--- config.mk ---
export PLATFORM = sky130hd
export DESIGN_NAME = freq_display_driver
export DESIGN_NICKNAME = d
export VERILOG_FILES = /design/src/rtl/freq_display_driver.sv
export SDC_FILE = /design/constraint.sdc
export NUM_CORES = 1
export LEC_CHECK = 0
export CORE_ASPECT_RATIO = 1.5
export CORE_MARGIN = 8
export CORE_UTILIZATION = 50
export CTS_BUF_LIST = sky130_fd_sc_hd__clkbuf_16
export DETAILED_ROUTE_END_ITERATION = 10
export HOLD_SLACK_MARGIN = 0.02
export PLACE_DENSITY = 0.8
export SLEW_MARGIN = 10
export SYNTH_ARGS = -nofsm -noshare
export SYNTH_HDL_FRONTEND = slang
export SYNTH_SLANG_ARGS = --single-unit
--- constraint.sdc ---
create_clock -name clk -period 3.34 [get_ports clk]
set_clock_uncertainty 0.1 [all_clocks]
set_input_delay 0.835 -clock clk [delete_from_list [all_inputs] [get_ports clk]]
set_output_delay 0.835 -clock clk [all_outputs]
set_load 0.01 [all_outputs]
--- src/rtl/freq_display_driver.sv ---
// rtl/freq_display_driver.sv - binary-to-BCD converter and multiplexed 7-segment driver
//
// Converts freq_in (Hz) to 8 packed BCD digits with a sequential double-dabble
// converter (32 shift cycles), then scans the digits onto a common-anode
// 7-segment display.
//
// Optional feature macro: LEADING_ZERO_BLANK_EN (blank leading zero digits).
//
// Ports:
//   clk      system clock
//   rst_n    synchronous reset, active-high
//   freq_in  32-bit binary frequency
//   seg      {dp,g,f,e,d,c,b,a}, active-low
//   an       digit enables, active-low, an[0] = units
//   bcd_out  packed BCD of last completed conversion, [3:0] = units
//   busy     conversion in progress
//   ovf      last latched value exceeds 99_999_999
module freq_display_driver #(
  parameter int DIGITS   = 8,
  parameter int SCAN_DIV = 10000
) (
  input  logic                clk,
  input  logic                rst_n,
  input  logic [31:0]         freq_in,
  output logic [7:0]          seg,
  output logic [DIGITS-1:0]   an,
  output logic [4*DIGITS-1:0] bcd_out,
  output logic                busy,
  output logic                ovf
);

  localparam int SCW = (SCAN_DIV > 1) ? $clog2(SCAN_DIV) : 1;
  localparam int IW  = (DIGITS > 1) ? $clog2(DIGITS) : 1;

  typedef enum logic [1:0] {IDLE, SHIFT, DONE} state_t;

  state_t      state, state_next;
  logic [31:0] shreg;
  logic [31:0] last_val;
  logic [39:0] scratch;
  logic [39:0] scratch_adj;
  logic [4:0]  cnt;
  logic        force_flag;
  logic        start;

  logic [SCW-1:0] scan_cnt;
  logic [IW-1:0]  digit_idx;
  logic [3:0]     nibble;
  logic [7:0]     seg_next;

  assign start = force_flag || (freq_in != last_val);

  // State register
  always_ff @(posedge clk) begin
    if (rst_n) state <= IDLE;
    else       state <= state_next;
  end

  // Next-state logic
  always_comb begin
    state_next = state;
    case (state)
      IDLE:    if (start) state_next = SHIFT;
      SHIFT:   if (cnt == 5'd31) state_next = DONE;
      DONE:    state_next = IDLE;
      default: state_next = IDLE;
    endcase
  end

  // Output logic
  always_comb begin
    busy = (state != IDLE);
  end

  // Double-dabble correction: every nibble >= 5 gets +3 before the shift
  always_comb begin
    scratch_adj = scratch;
    for (int i = 0; i < 10; i++) begin
      if (scratch[4*i +: 4] >= 4'd5) scratch_adj[4*i +: 4] = scratch[4*i +: 4] + 4'd3;
    end
  end

  // Conversion datapath
  always_ff @(posedge clk) begin
    if (rst_n) begin
      shreg      <= '0;
      last_val   <= '0;
      scratch    <= '0;
      cnt        <= '0;
      force_flag <= 1'b1;
      bcd_out    <= '0;
      ovf        <= 1'b0;
    end else begin
      case (state)
        IDLE: begin
          if (start) begin
            shreg      <= freq_in;
            last_val   <= freq_in;
            force_flag <= 1'b0;
            scratch    <= '0;
            cnt        <= '0;
          end
        end
        SHIFT: begin
          scratch <= {scratch_adj[38:0], shreg[31]};
          shreg   <= {shreg[30:0], 1'b0};
          cnt     <= cnt + 5'd1;
        end
        DONE: begin
          // bcd_out and ovf change together, only here
          bcd_out <= scratch[4*DIGITS-1:0];
          ovf     <= (scratch[39:32] != 8'd0) || (last_val > 32'd99_999_999);
        end
        default: ;
      endcase
    end
  end

  // Digit scan counter and index
  always_ff @(posedge clk) begin
    if (rst_n) begin
      scan_cnt  <= '0;
      digit_idx <= '0;
    end else if (scan_cnt == SCW'(SCAN_DIV - 1)) begin
      scan_cnt  <= '0;
      digit_idx <= (digit_idx == IW'(DIGITS - 1)) ? '0 : digit_idx + 1'b1;
    end else begin
      scan_cnt <= scan_cnt + 1'b1;
    end
  end

  assign nibble = bcd_out[4*digit_idx +: 4];

`ifdef LEADING_ZERO_BLANK_EN
  // A digit is blank when it and every more significant digit are zero;
  // the units digit always shows.
  logic upper_nz;
  always_comb begin
    upper_nz = 1'b0;
    for (int i = 0; i < DIGITS; i++) begin
      if (IW'(i) >= digit_idx && bcd_out[4*i +: 4] != 4'd0) upper_nz = 1'b1;
    end
  end
`endif

  always_comb begin
    case (nibble)
      4'd0:    seg_next = 8'hC0;
      4'd1:    seg_next = 8'hF9;
      4'd2:    seg_next = 8'hA4;
      4'd3:    seg_next = 8'hB0;
      4'd4:    seg_next = 8'h99;
      4'd5:    seg_next = 8'h92;
      4'd6:    seg_next = 8'h82;
      4'd7:    seg_next = 8'hF8;
      4'd8:    seg_next = 8'h80;
      4'd9:    seg_next = 8'h90;
      default: seg_next = 8'hFF;
    endcase
    if (ovf) seg_next = 8'hBF;
`ifdef LEADING_ZERO_BLANK_EN
    else if (digit_idx != '0 && !upper_nz) seg_next = 8'hFF;
`endif
  end

  // seg and an are registered from the same index so they switch together
  always_ff @(posedge clk) begin
    if (rst_n) begin
      seg <= 8'hFF;
      an  <= '1;
    end else begin
      seg <= seg_next;
      an  <= ~(DIGITS'(1) << digit_idx);
    end
  end

endmodule

==> results.json <==
{
  "cts_buffer_depth": 2,
  "hold_path.class": "reg2reg",
  "diodes": 0,
  "first_global_vias": 7613,
  "cts_setup_buffers": 0,
  "yosys-top-cells-count": "dfxtp_1 (177), a21oi_1 (122), nand2_1 (95), nor2_1 (65), clkbuf_1 (63)",
  "syn_nets": 1067,
  "synth-async-reset-ratio": 0,
  "grt_max_degree": 67,
  "rsz0062_at_grt": "false",
  "synth.avg_cell_area_um2": 8.64,
  "holdPathEnd": "scan_cnt[0]",
  "maxCapViolCount": 0,
  "clockRootBuffer": "clkbuf_16",
  "ys_seq_area_frac": 0.412,
  "clock.fmax_mhz": 321,
  "synth_edf_count": 0,
  "dp_slack_ns": -0.198,
  "post-route-period-util": 0.932,
  "cts_tree": "built",
  "cpPeakStageDelay_ns": 0.64,
  "multi_input_area_mm2": 0.00459,
  "fillers": 1490,
  "nets": 1149,
  "period_minus_slack_ns": 3.11,
  "place_congestion": 0.848,
  "r2r-start": "digit_idx[0]",
  "clk_latency_ns": 0.43,
  "syn_inst": 997,
  "drtIter0Drc": 619,
  "fin_ws_ns": 0.226,
  "setup_viol": 0,
  "hold_violations": 0,
  "holdPathStages": 1,
  "dp_cells": 1273,
  "path_cells": "clkdlybuf4s50_1 > xnor2_1 > o21ai_0 > or4_1 > or4_1 > buf_4 > nand4b_1 > o21ai_0",
  "drc_errors": 0,
  "grt_usage": 0.211,
  "final_cells": 1305,
  "hold_start": "scan_cnt[0]",
  "synth_cell_types": 56,
  "die-area_mm2": 0.0218,
  "numCtsBuffers": 17,
  "slowest_stage": "or4_1",
  "cts-resized-gates": 0,
  "synth.area.top_cells": "dfxtp_1 (41%), a21oi_1 (7.1%), ha_1 (5.2%)",
  "p_total_mw": 4.51,
  "required_ns": 3.55,
  "critPathKind": "in2reg",
  "h-tree-depth": 4,
  "grt_pass1_wl_mm": 36.9,
  "arrival_ns": 3.33,
  "core-area_mm2": 0.0171,
  "vias_per_cell": 5.94,
  "first_pass_iters": 5,
  "drv_slew": 0,
  "synth.most_common_cell": "dfxtp_1",
  "synth-main-ff-cell": "dfxtp_1",
  "reg2reg_slack_ns": 0.49,
  "leakagePower_nw": 3.83,
  "drive_above_1_share": 0.124,
  "rows": 59,
  "tightest_slew_ns": 1.03,
  "start_util": 0.503,
  "r2r_end": "seg[2]",
  "hold_buffers": 0,
  "area_delta_synth_final_pct": 20.3,
  "netlist_area_mm2": 0.00861,
  "yosysTopAreaCellShare": 0.412,
  "outcome": "finished, final reports clean",
  "antenna_found_initial": 0,
  "die_y_um": 177,
  "endpoint_kind": "flop",
  "vias": 7754,
  "ios": 84,
  "cp_max_fo": 19,
  "ys_ff_latch": 177,
  "irDropWorstVdd_v": 0.000330,
  "yosysTopAreaCell": "dfxtp_1",
  "clk_pin_slew_ns": 0.06,
  "power_density_mw_per_mm2": 435,
  "synth_warnings": 0,
  "wire_per_inst_um": 17.6,
  "dp_hpwl_mm": 15.6,
  "reg2reg_depth": 6,
  "clock-sinks": 177,
  "grt_overflow": 0,
  "critPathLaunchType": "input pin",
  "io_buffers": 82,
  "regArea_mm2": 0.00354,
  "ant_nets": 0,
  "die_w_um": 123,
  "slew_headroom": 0.314,
  "routed_wl_mm": 23.0
}
placed cells by master (no fill, tap or decap), types with 16 or more instances in the layout:
cell	instances
a221oi_1	16
buf_4	53
a21oi_1	122
o22ai_1	20
clkdlybuf4s50_1	81
or3_1	22
o221a_2	29
inv_1	48
ha_1	36
clkbuf_16	17
xor2_1	33
nand3_1	38
nand2b_1	19
o21ai_0	56
nor2_1	64
nand2_1	95
dfxtp_1	176
xnor2_1	35
layout make-up:
| class | instances | share of cell area |
|---|---|---|
| multi-input cells | 699 | 0.443 |
| flip-flops and latches | 177 | 0.342 |
| repair buffers | 136 | 0.121 |
| clock buffers | 17 | 0.0411 |
| well taps | 213 | 0.0257 |
| inverters | 48 | 0.0174 |
| clock inverters | 15 | 0.0105 |
report_power, final:
| part | leakage (nW) | switching, mW | internal, mW |
|---|---|---|---|
| sequential | 1.45 | 0.0512 | 2.18 |
| combinational | 2.12 | 0.245 | 0.204 |
| clock | 0.265 | 0.870 | 0.958 |
| total | 3.83 | 1.17 | 3.34 |
flip-flops by register name, summed over array words and instances, names as in the netlist:
name and flops:
an 8, bcd_out 32, cnt 5, digit_idx 3, force_flag 1, last_val 32, ovf 1, scan_cnt 14
scratch 40, seg 7, shreg 32, state 2
worst max path at each step:
stage / start / endpoint / slack (ns) / depth (start not counted)
after floorplan: freq_in[5] / last_val[1] / 0.51 / 8
after global placement: freq_in[5] / last_val[0] / -0.19 / 8
after detailed placement: freq_in[5] / shreg[0] / -0.20 / 8
after CTS: freq_in[5] / shreg[0] / 0.22 / 8
after global routing: freq_in[5] / last_val[0] / 0.09 / 8
final: freq_in[5] / shreg[0] / 0.23 / 8
worst max-delay path: cells and delay by family:
kind | cells | cell delay, ns
and+or+nand+nor | 3 | 1.35
buffers and inverters | 2 | 0.78
xor gates and xnor gates | 1 | 0.16
AOI/OAI and AO/OA | 2 | 0.19
layer usage:
metal	vias to the layer above	wire length (µm)	track usage
met3	64	1150	0.0329
met2	233	12200	0.380
met5	-	0	0
met1	3752	8800	0.227
li1	3705	-	-
met4	0	867	0.115
kinds of logic (layout without fill, tap and decap cells):
family | Yosys count | after routing | share of synthesized area
and+or+nand+nor | 293 | 293 | 0.168
AOI/OAI and AO/OA | 287 | 287 | 0.214
DFF | 177 | 177 | 0.412
buffers and inverters | 121 | 216 | 0.0567
xor gates and xnor gates | 68 | 68 | 0.0692
adders and majority gates | 36 | 36 | 0.0523
muxes | 14 | 14 | 0.0280
other | 1 | 1 | 0.000436
metrics by stage:
stage | TNS [ns] | utilization | hold slack (ns) | instance area [µm²]
after CTS | 0 | 0.605 | 0.343 | 10400
after global routing | 0 | 0.605 | 0.383 | 10400
final | 0 | 0.605 | 0.339 | 10400
after global placement | -13.57 | 0.574 | 0.327 | 9830
after detailed placement | -14.83 | 0.574 | 0.334 | 9830
after floorplan | 0 | - | 0.313 | 8610
Power figures use the tool's default switching activity.
